## config.mk

```make
export PLATFORM = sky130hd
export DESIGN_NAME = mhsa_scheduler
export DESIGN_NICKNAME = d
export VERILOG_FILES = /design/src/rtl/mhsa_pkg.sv /design/src/rtl/mhsa_wdog.sv /design/src/rtl/mhsa_scheduler.sv
export SDC_FILE = /design/constraint.sdc
export NUM_CORES = 1
export LEC_CHECK = 0
export ABC_AREA = 1
export CAP_MARGIN = 10
export CORE_MARGIN = 5
export CORE_UTILIZATION = 40
export CTS_CLUSTER_DIAMETER = 100
export DETAILED_ROUTE_END_ITERATION = 10
export PLACE_DENSITY = 0.62
export SYNTH_ARGS = -nofsm -noshare
export SYNTH_HDL_FRONTEND = slang
export SYNTH_HIERARCHICAL = 1
export SYNTH_SLANG_ARGS = --single-unit
```

## constraint.sdc

```tcl
create_clock -name clk -period 1.95 [get_ports clk]
set_input_delay 0.2925 -clock clk [delete_from_list [all_inputs] [get_ports clk]]
set_output_delay 0.2925 -clock clk [all_outputs]
set_load 0.1 [all_outputs]
```

## src/rtl/mhsa_pkg.sv

```systemverilog
// Shared types and stage indices for the multi-head self-attention layer scheduler.
package mhsa_pkg;

  localparam int NUM_STAGES = 7;

  localparam int STG_LIN_Q   = 0;
  localparam int STG_LIN_K   = 1;
  localparam int STG_LIN_V   = 2;
  localparam int STG_QK      = 3;
  localparam int STG_SOFTMAX = 4;
  localparam int STG_SV      = 5;
  localparam int STG_LIN_O   = 6;

  typedef enum logic [2:0] {
    ST_IDLE  = 3'd0,
    ST_RUN   = 3'd1,
    ST_GAP   = 3'd2,
    ST_DONE  = 3'd3,
    ST_ERROR = 3'd4
  } mhsa_state_e;

endpackage

```

## src/rtl/mhsa_wdog.sv

```systemverilog
// Per-stage watchdog: counts enabled cycles since the last clear and flags the limit.
module mhsa_wdog #(
  parameter int LIMIT = 100000,
  parameter int W     = 24
) (
  input  logic clk,
  input  logic rst,
  input  logic i_clear,
  input  logic i_enable,
  output logic o_expire
);

  logic [W-1:0] r_cnt;

  // Expiry fires on the cycle the count reaches LIMIT-1, i.e. the LIMIT-th enabled cycle.
  assign o_expire = i_enable && (r_cnt == W'(LIMIT - 1));

  always_ff @(posedge clk) begin
    if (rst || i_clear) begin
      r_cnt <= '0;
    end else if (i_enable && !o_expire) begin
      r_cnt <= r_cnt + 1'b1;
    end
  end

endmodule

```

## src/rtl/mhsa_scheduler.sv

```systemverilog
// Sequences the enabled attention layers one at a time, with drain gaps and a per-stage watchdog.
// Handshake: layer_start[cur] is a level held for the whole stage; the stage ends on the first
// cycle layer_done[cur] is seen high while layer_start[cur] is high.
module mhsa_scheduler #(
  parameter int NUM_STAGES = 7,
  parameter int TIMEOUT    = 'd100000,
  parameter int GAP_CYCLES = 2
) (
  input  logic                  clk,
  input  logic                  rst,
  input  logic                  start,
  input  logic                  abort,
  input  logic [NUM_STAGES-1:0] cfg_stage_en,
  input  logic [NUM_STAGES-1:0] layer_done,
  output logic [NUM_STAGES-1:0] layer_start,
  output logic [2:0]            bar_sel,
  output logic                  busy,
  output logic                  done,
  output logic                  error,
  output logic [2:0]            err_stage,
  output logic [2:0]            o_dbg_state
);

  import mhsa_pkg::*;

  mhsa_state_e           r_state, w_next;
  logic [NUM_STAGES-1:0] r_mask;
  logic                  r_go;
  logic [2:0]            r_cur;
  logic [2:0]            r_err_stage;
  logic [7:0]            r_gap;
  logic                  w_accept, w_load_cur, w_to_err, w_expire, w_found;
  logic [2:0]            w_idx;

  mhsa_wdog #(.LIMIT(TIMEOUT), .W(24)) u_wdog (
    .clk      (clk),
    .rst      (rst),
    .i_clear  (r_state != ST_RUN),
    .i_enable (r_state == ST_RUN),
    .o_expire (w_expire)
  );

  // Lowest enabled stage: from index 0 when launching, above the current stage when in GAP.
  always_comb begin
    w_found = 1'b0;
    w_idx   = '0;
    for (int i = NUM_STAGES - 1; i >= 0; i--) begin
      if (r_mask[i] && (r_state != ST_GAP || i > int'(r_cur))) begin
        w_found = 1'b1;
        w_idx   = 3'(i);
      end
    end
  end

  always_comb begin
    w_next     = r_state;
    w_load_cur = 1'b0;
    w_to_err   = 1'b0;
    w_accept   = (r_state == ST_IDLE) && start && !abort && !r_go;
    case (r_state)
      ST_IDLE: begin
        if (r_go) begin
          if (w_found) begin
            w_next     = ST_RUN;
            w_load_cur = 1'b1;
          end else begin
            w_next = ST_DONE;
          end
        end
      end
      ST_RUN: begin
        if (layer_done[r_cur]) begin
          w_next = ST_GAP;
        end else if (w_expire) begin
          w_next   = ST_ERROR;
          w_to_err = 1'b1;
        end
      end
      ST_GAP: begin
        if (r_gap == 8'(GAP_CYCLES - 1)) begin
          if (w_found) begin
            w_next     = ST_RUN;
            w_load_cur = 1'b1;
          end else begin
            w_next = ST_DONE;
          end
        end
      end
      ST_DONE:  w_next = ST_IDLE;
      ST_ERROR: w_next = ST_ERROR;
      default:  w_next = ST_IDLE;
    endcase
    if (abort) begin
      w_next     = ST_IDLE;
      w_load_cur = 1'b0;
      w_to_err   = 1'b0;
    end
  end

  always_ff @(posedge clk) begin
    if (rst) begin
      r_state     <= ST_IDLE;
      r_mask      <= '0;
      r_go        <= 1'b0;
      r_cur       <= '0;
      r_gap       <= '0;
      r_err_stage <= '0;
    end else begin
      r_state <= w_next;
      r_go    <= w_accept;
      if (w_accept) r_mask <= cfg_stage_en;
      if (w_load_cur) r_cur <= w_idx;
      if (r_state == ST_GAP) r_gap <= r_gap + 1'b1;
      else                   r_gap <= '0;
      if (w_to_err) r_err_stage <= r_cur;
    end
  end

  assign layer_start = (r_state == ST_RUN) ? (NUM_STAGES'(1) << r_cur) : '0;
  assign bar_sel     = r_cur;
  assign busy        = (r_state == ST_RUN) || (r_state == ST_GAP);
  assign done        = (r_state == ST_DONE);
  assign error       = (r_state == ST_ERROR);
  assign err_stage   = r_err_stage;
  assign o_dbg_state = r_state;

endmodule

```

=== Yosys cells after proc, flatten, opt, wreduce, memory -nomap -nowiden ===
Index checks and enable logic that the tools add are counted.

* Bits in registers: 49
* Output and inout port bits: 19
* Word-level logic and storage cells: 88
* Input port bits: 18

* Bitwise logic cells: 1
* Shift operators: 1
* Add/sub/neg operators: 2
* Eq/ne operators: 11
* Muxes and demuxes: 32
* Magnitude comparators: 7
* Reduce and logical (&&, ||, !) cells: 27

{| class="wikitable"
|+ Operators with widths
! kind !! number
|-
| 2-to-1 mux 3 bit || 11
|-
| adder 24 x 1 -> 24 bit (second input constant) || 1
|-
| equality test 24 x 17 -> 1 bit (second input constant) || 1
|-
| 2-to-1 mux 1 bit || 16
|-
| logical AND 1 bit || 12
|-
| one-hot mux 3 bit (4 select lines) || 1
|-
| greater-than comparator 3 bit (first input constant) || 3
|-
| adder 8 x 1 -> 8 bit (second input constant) || 1
|-
| equality test 8 x 1 -> 1 bit (second input constant) || 1
|-
| logical OR 1 bit || 8
|-
| 2-to-1 mux 7 bit || 1
|-
| left shift 1 x 3 -> 7 bit (first input constant) || 1
|-
| equality test 3 x 2 -> 1 bit (second input constant) || 2
|-
| greater-than comparator 2 x 3 -> 1 bit (first input constant) || 2
|-
| < comparator 3 x 4 -> 1 bit (second input constant) || 1
|-
| inequality test 2 bit (second input constant) || 2
|-
| OR reduction 2 bit || 2
|-
| binary-select mux 1 bit (select 3 bit) || 1
|-
| equality test 3 x 1 -> 1 bit (second input constant) || 1
|-
| equality test 3 bit (second input constant) || 1
|-
| greater-than comparator 1 x 3 -> 1 bit (first input constant) || 1
|-
| logical NOT 1 bit || 3
|-
| logical NOT 3 bit || 1
|-
| inequality test 3 x 1 -> 1 bit (second input constant) || 1
|-
| 6 further kinds || 6
|}

=== Longest topological paths before layout ===
Gate-level depths: netlist of the first run.

* Depth in word-level cells: 14
* Depth in mapped cells: 14
* Mapped depth without buffers: 12

=== Modules after synthesis ===
Netlist of the first run, hierarchy kept.

{| class="wikitable"
|+ By module, submodules not included
! module !! seq. area each (um2) !! times used !! area an instance (um2) !! cells each
|-
| mhsa_wdog || 480.5 || 1 || 1567.8 || 252
|-
| mhsa_scheduler || 500.5 || 1 || 1413.9 || 214
|}

=== Worst setup path after synthesis of the first run ===
No wires, ideal clock.

* Kind: reg-to-output
* Start: reg r_state[0] (netlist: o_dbg_state[0])
* End: out layer_start[1]
* Setup slack: -2.633 ns
* Arrival: 4.290 ns
* Stages on the path, launching flop included: 3
* Path buffers: 0
* Data required time: 1.657 ns
* Cell sequence: dfxtp_1 nand3_2 nor4_1

* Word-level cells in the longest chain between the ends: 2

{| class="wikitable"
|+ RTL lines
! item !! line !! source
|-
| start, declared || mhsa_scheduler.sv:26 || <nowiki>mhsa_state_e r_state, w_next;</nowiki>
|-
| start signal, assigned || mhsa_scheduler.sv:109 || <nowiki>r_state <= w_next;</nowiki>
|-
| equality test 3 x 1 -> 1 bit || mhsa_scheduler.sv:119 || <nowiki>assign layer_start = (r_state == ST_RUN) ? (NUM_STAGES'(1) << r_cur) : '0;</nowiki>
|-
| 2-to-1 mux 7 bit || mhsa_scheduler.sv:119 ||
|-
| end, declared || mhsa_scheduler.sv:15 || <nowiki>output logic [NUM_STAGES-1:0] layer_start,</nowiki>
|}

Every way passes these cells.

=== Final worst setup path of the first run ===
* Start: reg r_state[2] (netlist: o_dbg_state[2])
* End: out layer_start[4]

The elaborated chain is that of the path after synthesis.

==> results.yml, run 1 <==
die:
  dieArea_mm2: 0.00928
  start_util: 0.411
  die_h_um: 96.3
  core.rowCount: 31
  fp.dieW_um: 96.3
  io_pins: 37
  core_mm2: 0.00725
worst_setup_path:
  crit_path_end_kind: "output port"
  cp-start-kind: "flop"
  required_ps: 1660
  crit_type: "flop to output port"
  arrival_ps: 1540
  path_max_fanout: 11
logic_synthesis:
  synth_seq_cells: 49
  yosys_warnings: 6
  syn_avg_cell_area_um2: 6.40
  synthTopCellsByCount: "nand2_1, nor2_1, dfxtp_1"
  yosysTopAreaCell: "dfxtp_1"
  netlist_instances: 466
  syn_area_mm2: 0.00298
  synth_area_leaders: "dfxtp_1, nand2_1, nor2_1"
  synth_top_area_frac: 0.329
  syn_nets: 487
  synth.most_common_cell: "nand2_1"
  async_reset_ff_frac: 0
  synthDistinctLibCells: 34
  ys_seq_area_frac: 0.329
  ys.flop_type: "dfxtp_1"
  synth-edff-count: 0
finish:
  drive_gt1_frac: 0.182
  diodes: 0
  area_growth_pct: 26.3
  nets: 526
global_route:
  antenna_found_initial: 0
  grt_pass1_wl_um: 12600
  grt_usage: 0.172
  grt_pass1_vias: 2833
  grt_max_degree: 22
  globalRouteOverflowTotal: 0
power:
  combPwrFrac: 0.126
  switching_power_w: 0.000532
  power_density_mw_per_mm2: 536
  p_clk_frac: 0.363
  ir_drop_v: 0.000326
  seq_power_share: 0.511
  p_int_w: 0.00149
  switching_share: 0.264
  p_leak_nw: 1.34
  fin_total_pwr_w: 0.00202
cts:
  cts_buffer_depth: 2
  clock_latency_ps: 310
  cts_buffers: 5
  root_buffer: "clkbuf_8"
  clk_pin_slew_ps: 90
  clock_sinks: 49
  cts_tree: "done"
  htreeDepth: 2
sta:
  tns_ps: 0
  hold_slack_ps: 485
  relSlewSlack: 0.760
  rsz0062_at_grt: "no"
  slew_violations: 0
  layout_worst_path_cycle_share: 0.942
  skew_ps: 11.6
  hold_viol: 0
  worst_slew_pin_slew_ps: 359
  max_freq_ghz: 0.544
  min_period_ps: 1840
  setup_viol: 0
  postLayoutSetupSlackWorst_ps: 113
placed_design:
  dp_slack_ps: 196
  dpl.hpwl_um: 5720
  io_buffers: 36
  gp_congestion: 0.850
job:
  cap_viol_max_count: 0
routing:
  drt_iter0_drc: 113
  viasPerCell: 4.91
  wire_per_inst_um: 12.3
  drc: 0
  firstDrtPassIters: 4
  detail-route-antenna-nets: 0
  vias: 2969
  drt_wl_total_um: 7440
min_path:
  min_path_type: "flop to flop"
status:
  outcome: "completed"
==> cell type report <==
cell class,count,area [µm²]
fillers,752,3490
multi-input cells,357,1840
flip-flops and latches,49,1000
repair buffers,43,490
inverters,49,196
well taps,99,124
clock buffers,6,72.6
clock inverters,2,35.0
==> flip-flops by register name, indices dropped and copies added (netlist names) <==
signal / cells
bar_sel: 3
err_stage: 3
o_dbg_state: 3
r_gap: 8
r_go: 1
r_mask: 7
u_wdog/r_cnt: 24
==> cell usage in the layout (no fill, tap or decap), drive strengths merged, types with 2 or more instances in the layout <==
| cell type | synthesis | final |
|---|---|---|
| nand2 | 130 | 130 |
| nor2 | 101 | 101 |
| dfxtp | 49 | 49 |
| inv | 48 | 48 |
| nand3 | 41 | 41 |
| buf | 9 | 26 |
| a21oi | 24 | 24 |
| o21ai | 19 | 19 |
| clkdlybuf4s50 | 0 | 17 |
| nand4 | 10 | 10 |
| xor2 | 9 | 9 |
| xnor2 | 6 | 6 |
| clkbuf | 2 | 6 |
| nor3 | 6 | 6 |
| ha | 3 | 3 |
| nor4 | 3 | 3 |
| clkinv | 1 | 2 |
==> metrics by stage <==
stage / utilization / cell area [µm²] / cells
floorplan: - / 3130 / 466
global placement: 0.504 / 3650 / 597
detailed placement: 0.504 / 3650 / 597
CTS: 0.519 / 3760 / 605
global route: 0.519 / 3760 / 605
finish: 0.519 / 3760 / 605
==> per-layer routing <==
layer / global-route usage / vias to the layer above / part of all wire
met3: 0.0297 / 15 / 0.024
li1: - / 1565 / -
met4: 0.0689 / 0 / 0.023
met1: 0.216 / 1346 / 0.46
met5: 0 / - / 0
met2: 0.290 / 43 / 0.49
==> critical path, cell delays in order (launching register included) <==
cell	delay, ps
dfxtp_4	380
inv_2	110
nand3_4	90
inv_4	140
nand2_4	100
nor3_4	200
buf_12	200
==> timing repair <==
item | in CTS | in global routing
buffers inserted | 0 | 0
resized for setup | 1 | 0
endpoints found under the setup margin | 1 | 0
hold buffers | 0 | 0
==> kinds of logic (layout without fill, tap and decap cells) <==
family,after synthesis,after routing,synth area share
AO/OA/AOI/OAI,45,45,0.0823
XOR/XNOR,15,15,0.0441
adder cells (fa/ha/maj),3,3,0.0126
buffers and inverters,60,100,0.0869
flip-flops,49,49,0.329
AND/OR/NAND/NOR,294,294,0.445
==> power groups by stage <==
stage                     Combinational [W]  Clock, W  Sequential [W]
after CTS                          0.000256  0.000765         0.00103
after global routing               0.000280  0.000802         0.00104
after floorplan                    0.000165         0         0.00107
after detailed placement           0.000255         0         0.00106
after global placement             0.000253         0         0.00106
final                              0.000254  0.000733         0.00103
==> final timing paths <==
check	cells after the start	end	slack, ps	startpoint
max	6	layer_start[4]	110	o_dbg_state[2]$_SDFFE_PP0P_
min	2	err_stage[0]$_SDFFE_PP0P_	480	err_stage[0]$_SDFFE_PP0P_
max reg2reg	9	u_wdog/r_cnt[20]$_SDFFE_PP0P_	200	u_wdog/r_cnt[0]$_SDFFE_PP0P_
min reg2reg	2	err_stage[0]$_SDFFE_PP0P_	480	err_stage[0]$_SDFFE_PP0P_
Note: power is estimated with default switching activity, not from simulation.
==> run 2, diff against run 1 <==
--- a/config.mk
+++ b/config.mk
@@ -6,6 +6,7 @@
 export NUM_CORES = 1
 export LEC_CHECK = 0
 export ABC_AREA = 1
+export ABC_CLOCK_PERIOD_IN_PS = 1950
 export CAP_MARGIN = 10
 export CORE_MARGIN = 5
 export CORE_UTILIZATION = 40
==> results of run 2 <==
The final DEF is identical to that of run 1; final timing and power are the same.
==> run 3, diff against run 2 <==
--- a/config.mk
+++ b/config.mk
@@ -5,14 +5,13 @@
 export SDC_FILE = /design/constraint.sdc
 export NUM_CORES = 1
 export LEC_CHECK = 0
-export ABC_AREA = 1
 export ABC_CLOCK_PERIOD_IN_PS = 1950
 export CAP_MARGIN = 10
 export CORE_MARGIN = 5
 export CORE_UTILIZATION = 40
 export CTS_CLUSTER_DIAMETER = 100
 export DETAILED_ROUTE_END_ITERATION = 10
-export PLACE_DENSITY = 0.62
+export PLACE_DENSITY = 0.63
 export SYNTH_ARGS = -nofsm -noshare
 export SYNTH_HDL_FRONTEND = slang
 export SYNTH_HIERARCHICAL = 1
==> run 3 against run 2 <==
The run now ends with negative setup slack left. Wire length down 6.6%. Utilization up 11 points. Critical path type is now flop to flop. Sequential power hardly changed. Highest routed layer unchanged. Maximum frequency fell by 7.4%.
==> results.yml, run 3 <==
status:
  outcome: "finished with violations"
  violations: "negative setup slack"
die:
  io_pins: 37
  start_util: 0.416
  dieArea_mm2: 0.00841
  fp.dieW_um: 91.7
  die_h_um: 91.7
  core_mm2: 0.00642
  core.rowCount: 29
power:
  p_int_w: 0.00149
  p_clk_frac: 0.376
  power_density_mw_per_mm2: 477
  p_leak_nw: 1.46
  ir_drop_v: 0.000373
  seq_power_share: 0.522
  switching_share: 0.235
  switching_power_w: 0.000455
  combPwrFrac: 0.102
logic_synthesis:
  synth_seq_cells: 49
  synth.most_common_cell: "dfxtp_1"
  syn_avg_cell_area_um2: 8.70
  synthTopCellsByCount: "dfxtp_1, nor2_1, nand2_1"
  synth_top_area_frac: 0.367
  syn_nets: 328
  syn_area_mm2: 0.00267
  yosys_warnings: 6
  netlist_instances: 307
  synthDistinctLibCells: 58
  async_reset_ff_frac: 0
  synth_area_leaders: "dfxtp_1, mux2i_1, nor2_1"
  ys.flop_type: "dfxtp_1"
  yosysTopAreaCell: "dfxtp_1"
  synth-edff-count: 0
  ys_seq_area_frac: 0.367
cts:
  cts_buffer_depth: 2
  postCtsHoldBufs: 0
  cts_buffers: 5
  clock_sinks: 49
  root_buffer: "clkbuf_8"
  clock_latency_ps: 300
  htreeDepth: 2
  clk_pin_slew_ps: 90
  cts_tree: "done"
routing:
  drc: 0
  firstDrtPassIters: 4
  vias: 2589
  viasPerCell: 5.47
  drt_iter0_drc: 65
  wire_per_inst_um: 14.7
  drt_wl_total_um: 6950
  detail-route-antenna-nets: 0
placed_design:
  io_buffers: 36
  gp_congestion: 0.810
  dpl.hpwl_um: 5130
sta:
  skew_ps: 4.33
  setup_viol: 2
  layout_worst_path_cycle_share: 1.02
  hold_viol: 0
  rsz0062_at_grt: "yes"
  relSlewSlack: 0.648
  min_period_ps: 1980
  postLayoutSetupSlackWorst_ps: -34.1
  worst_slew_pin_slew_ps: 525
  max_freq_ghz: 0.504
  slew_violations: 0
  tns_ps: -35.3
global_route:
  grt_max_degree: 30
  antenna_found_initial: 0
  globalRouteOverflowTotal: 0
  grt_pass1_wl_um: 11900
  grt_usage: 0.169
  grt_pass1_vias: 2528
worst_setup_path:
  r2r-end: "err_stage[0]$_SDFFE_PP0P_"
  r2r_cells: 6
  crit_path_end_kind: "flop"
  r2r_slack_ps: -30
  path_max_fanout: 3
  arrival_ps: 2190
  required_ps: 2160
  crit_type: "flop to flop"
  r2r_start: "u_wdog/r_cnt[22]$_SDFFE_PP0P_"
  cp-start-kind: "flop"
min_path:
  min_path_type: "flop to flop"
  hold_end: "u_wdog/r_cnt[4]$_SDFFE_PP0P_"
  hp-start: "u_wdog/r_cnt[4]$_SDFFE_PP0P_"
  whs_path_depth: 2
finish:
  nets: 416
  final_cell_mix: "buf_4, dfxtp_1, nor2_1"
  utilization: 0.633
  diodes: 0
  largest_reg_flops: 24
  drive_gt1_frac: 0.374
  area_growth_pct: 52.2
  top_regs: "u_wdog/r_cnt (24), r_gap (8), r_mask (7)"
  final_common_cell: "buf_4"
  top_register: "u_wdog/r_cnt"
job:
  cap_viol_max_count: 0
-- run 3: cell count changes in the layout (fill, tap and decap cells not counted), sizes merged, moves of 6 or more --
cell / change
inv: -42
nand3: -27
a21oi: -9
nand2: -105
a211oi: +6
mux2i: +23
o21ai: -7
nor2: -69
and3: +6
or3: +13
buf: +53
or4: +8
-- run 3: final cells by class --
type / count / area, µm²
Fill cell: 531 / 2360
Tap cell: 77 / 96.3
Sequential cell: 49 / 1010
Clock buffer: 6 / 72.6
Clock inverter: 2 / 33.8
Timing Repair Buffer: 96 / 977
Multi-Input combinational cell: 237 / 1850
Inverter: 6 / 27.5
-- run 3: logic make-up after synthesis --
family / after synthesis / synth area share
xor gates and xnor gates: 12 / 0.0394
muxes: 25 / 0.100
AOI/OAI and AO/OA: 49 / 0.123
buffers and inverters: 21 / 0.0426
DFF: 49 / 0.367
adders and majority gates: 3 / 0.0141
and+or+nand+nor: 148 / 0.313
-- run 3: metal layers --
metal / wire length [µm] / GRT usage / vias to the layer above
met5: 0 / 0 / -
met4: 64 / 0.0532 / 0
met3: 245 / 0.0303 / 5
met2: 3550 / 0.292 / 42
met1: 3100 / 0.215 / 1243
li1: - / - / 1299
-- run 3: worst max-delay path by stage --
stage | slack (ps) | from | to | cells past startpoint
2_1_floorplan | -210 | o_dbg_state[0]$_SDFFE_PP0P_ | layer_start[1] | 3
3_3_place_gp | 10 | u_wdog/r_cnt[22]$_SDFFE_PP0P_ | err_stage[1]$_SDFFE_PP0P_ | 6
3_5_place_dp | -40 | u_wdog/r_cnt[22]$_SDFFE_PP0P_ | err_stage[0]$_SDFFE_PP0P_ | 6
4_1_cts | -50 | u_wdog/r_cnt[22]$_SDFFE_PP0P_ | err_stage[0]$_SDFFE_PP0P_ | 6
5_1_grt | -150 | u_wdog/r_cnt[22]$_SDFFE_PP0P_ | err_stage[0]$_SDFFE_PP0P_ | 6
6_report | -30 | u_wdog/r_cnt[22]$_SDFFE_PP0P_ | err_stage[0]$_SDFFE_PP0P_ | 6
-- run 3: through the flow --
| stage | hold WS (ps) | total power (W) | cells | setup slack, ps | cell area [µm²] |
|---|---|---|---|---|---|
| 6_report | 504 | 0.00194 | 473 | -34.1 | 4070 |
| 5_1_grt | 528 | 0.00202 | 473 | -154 | 4070 |
| 4_1_cts | 500 | 0.00196 | 471 | -47.4 | 3970 |
| 3_5_place_dp | 486 | 0.00122 | 453 | -36.8 | 3730 |
| 3_3_place_gp | 477 | 0.00122 | 453 | 11.2 | 3730 |
| 2_1_floorplan | 360 | 0.00114 | 307 | -211 | 2920 |
-- run 3: worst max-delay path, cell delays in order, from the launching register on --
cell      delay (ps)
dfxtp_2          340
or4b_4           540
nor4_4           280
and3_4           220
nand4b_1         210
mux2i_1          240
nor2_1            60
-- run 3: what timing repair did --
| item | CTS | global route |
|---|---|---|
| endpoints found under the setup margin | 14 | 17 |
| pin swaps | 6 | 12 |
| buffers inserted | 10 | 3 |
| resized for setup | 15 | 18 |
-- run 3: power by group through the flow --
stage          combinational (W)  clock, W  sequential, W
2_1_floorplan          0.0000958         0        0.00105
3_3_place_gp            0.000185         0        0.00104
3_5_place_dp            0.000187         0        0.00104
4_1_cts                 0.000195  0.000754        0.00101
5_1_grt                 0.000213  0.000795        0.00101
6_report                0.000198  0.000730        0.00101
==> RTL edit (settings of run 1) <==
`NUM_STAGES` is set to 7 in 2 places; all go to 8.
--- a/src/rtl/mhsa_pkg.sv
+++ b/src/rtl/mhsa_pkg.sv
@@ -1,7 +1,7 @@
 // Shared types and stage indices for the multi-head self-attention layer scheduler.
 package mhsa_pkg;
 
-  localparam int NUM_STAGES = 7;
+  localparam int NUM_STAGES = 8;
 
   localparam int STG_LIN_Q   = 0;
   localparam int STG_LIN_K   = 1;
--- a/src/rtl/mhsa_scheduler.sv
+++ b/src/rtl/mhsa_scheduler.sv
@@ -2,7 +2,7 @@
 // Handshake: layer_start[cur] is a level held for the whole stage; the stage ends on the first
 // cycle layer_done[cur] is seen high while layer_start[cur] is high.
 module mhsa_scheduler #(
-  parameter int NUM_STAGES = 7,
+  parameter int NUM_STAGES = 8,
   parameter int TIMEOUT    = 'd100000,
   parameter int GAP_CYCLES = 2
 ) (
Interface: changed (resized cfg_stage_en, layer_done and layer_start); port bits go from 37 to 40. No check against the original RTL was run, so the function may have changed too.
==> RTL edit against run 1 <==
Routed wire length up 0.54%; die area rose by 1.2%; critical path depth fell by 1; sequential cell count grew 1; sequential share of layout area down 0.12 points; setup slack improved by 9.5 ps; global-route usage shrank 1.0 points; synthesized cell count rose by 1.9%; cell area up 2.2%; area after synthesis up 1.3%; clock skew rose by 0.57 ps; count of clock-buffer cells in the layout is 1 lower; power grew 2.4%; largest power group unchanged; highest routed layer unchanged.
==> RTL edit: results (changes against run 1) <==
Pwr
  • LEAKAGE: 0.00143 uW (+6.7%)
  • Combinational share of power: 0.139 (+0.013)
  • VDD IR-drop max: 0.000265 V (-19%)
  • Seq pwr share: 0.509 (-0.002)
  • Pwr dens: 538 nW/um2 (+0.23%)
  • Sw frac: 0.266 (+0.00254)

Synthesis
  • Yosys cell types: 35 (+2.9%)
  • Post-Syn Instances: 475 (+1.9%)
  • Synth Area in Adders: 0.0124 (-0.000167)
  • Synth top area cells: dfxtp_1, nand2_1, nor2_1
  • Post-synthesis compound-gate area fraction: 0.103 (+0.0204)
  • Top post-synthesis cells by count: nand2_1, nor2_1, dfxtp_1
  • Xor/xnor share of the synthesized area: 0.0435 (-0.000584)
  • Register area share after synthesis: 0.331 (+0.00227)
  • Net count after synthesis: 498 (+2.3%)

Finish
  • Filler cell count: 772 (+2.7%)
  • Seq/total area: 0.265 (-0.00117)
  • Multi-input combinational gate total: 358 (+0.28%)
  • Fin cells: 614 (+1.5%)
  • Largest regs: u_wdog/r_cnt (24), r_gap (8), r_mask (8)
  • Final Cell Area: 3850 um2 (+2.2%)
  • Nonclk buf count: 45 (+4.7%)
  • Inverters: 54 (+10%)
  • Share of layout cells above drive strength 1: 0.167 (-0.0148)
  • NonClk Buf Share: 0.139 (+0.00891)
  • Final net count: 537 (+2.1%)
  • ClkCell Share: 0.0283 (-0.000288)
  • Seq cells: 50 (+2.0%)
  • Multi-input combinational cell area: 1850 um2 (+0.20%)
  • # clk buffers: 5 (-1)

Placement
  • Cell Area, Placed: 3720 um2 (+1.8%)
  • Post-DP HPWL: 5.83 mm (+1.8%)
  • Number of port buffers: 39 (+8.3%)
  • GPL Wtd Cong: 0.891 (+4.8%)

Setup path
  • Crit path max fanout: 12 (+1)
  • RR Startpoint: o_dbg_state[2]
  • Crit path max-delay cell type: dfxtp_4
  • CP max stage delay: 400 ps (+20 ps)
  • Worst Setup SP: o_dbg_state[0]

Detailed routing
  • Wire length on met2: 3.55 mm (-3.4%)
  • Metal-1 WL: 3.51 mm (+2.5%)
  • Final WL: 7.48 mm (+0.54%)
  • Metal3 WL: 347 um (+97%)
  • Via-per-instance ratio: 4.86 (-0.90%)
  • 1st-iter DRT viols: 172 (+52%)

Global route
  • Met3 usage: 0.0417 (+0.0120)
  • M1 GR Usage: 0.215 (-0.000973)
  • Vias in the first global route: 2791 (-1.5%)
  • First-pass GRT wire length: 12.9 mm (+2.5%)
  • Global Route met2 Usage: 0.265 (-0.0250)
  • Total GRT Usage: 0.162 (-0.0102)

Clock tree
  • Max clock buf depth: 2 (unchanged)
  • Root Buffer: clkbuf_8

STA
  • Setup Skew: 12.2 ps (+0.573 ps)
  • Relative slew slack: 0.750 (-0.0101)

Status
  • Run status: complete, no violations
-- RTL edit: changes by cell type after synthesis, sizes merged, moves of 4 or more --
cell	before	now
inv	48	52
nand3	41	36
nor2	101	96
nor3	6	15
-- RTL edit: per-stage QoR --
step	setup slack [ps]	util
2_1_floorplan	-200	-
4_1_cts	49.7	0.527
6_report	123	0.528
3_5_place_dp	94.8	0.510
5_1_grt	2.57	0.528
3_3_place_gp	86.1	0.510
-- RTL edit: critical path, delay by kind of cell, from the launching register on --
family	cells	cell delay [ps]
buffers and inverters	3	400
flip-flops	1	400
AND/OR/NAND/NOR	2	440
-- RTL edit: repair_timing --
item | 4_1_cts | 5_1_grt
setup buffers | 1 | 0
gates resized for setup | 1 | 3
setup endpoints to repair | 5 | 4
pin swaps | 1 | 1
-- RTL edit: path summary, 6_finish.rpt --
kind,cells after the start,slack [ps],end
worst max-delay path,5,120,layer_start[1]
worst min-delay path,2,470,err_stage[0]
worst max register to register,12,210,bar_sel[1]
worst min register to register,2,470,err_stage[0]
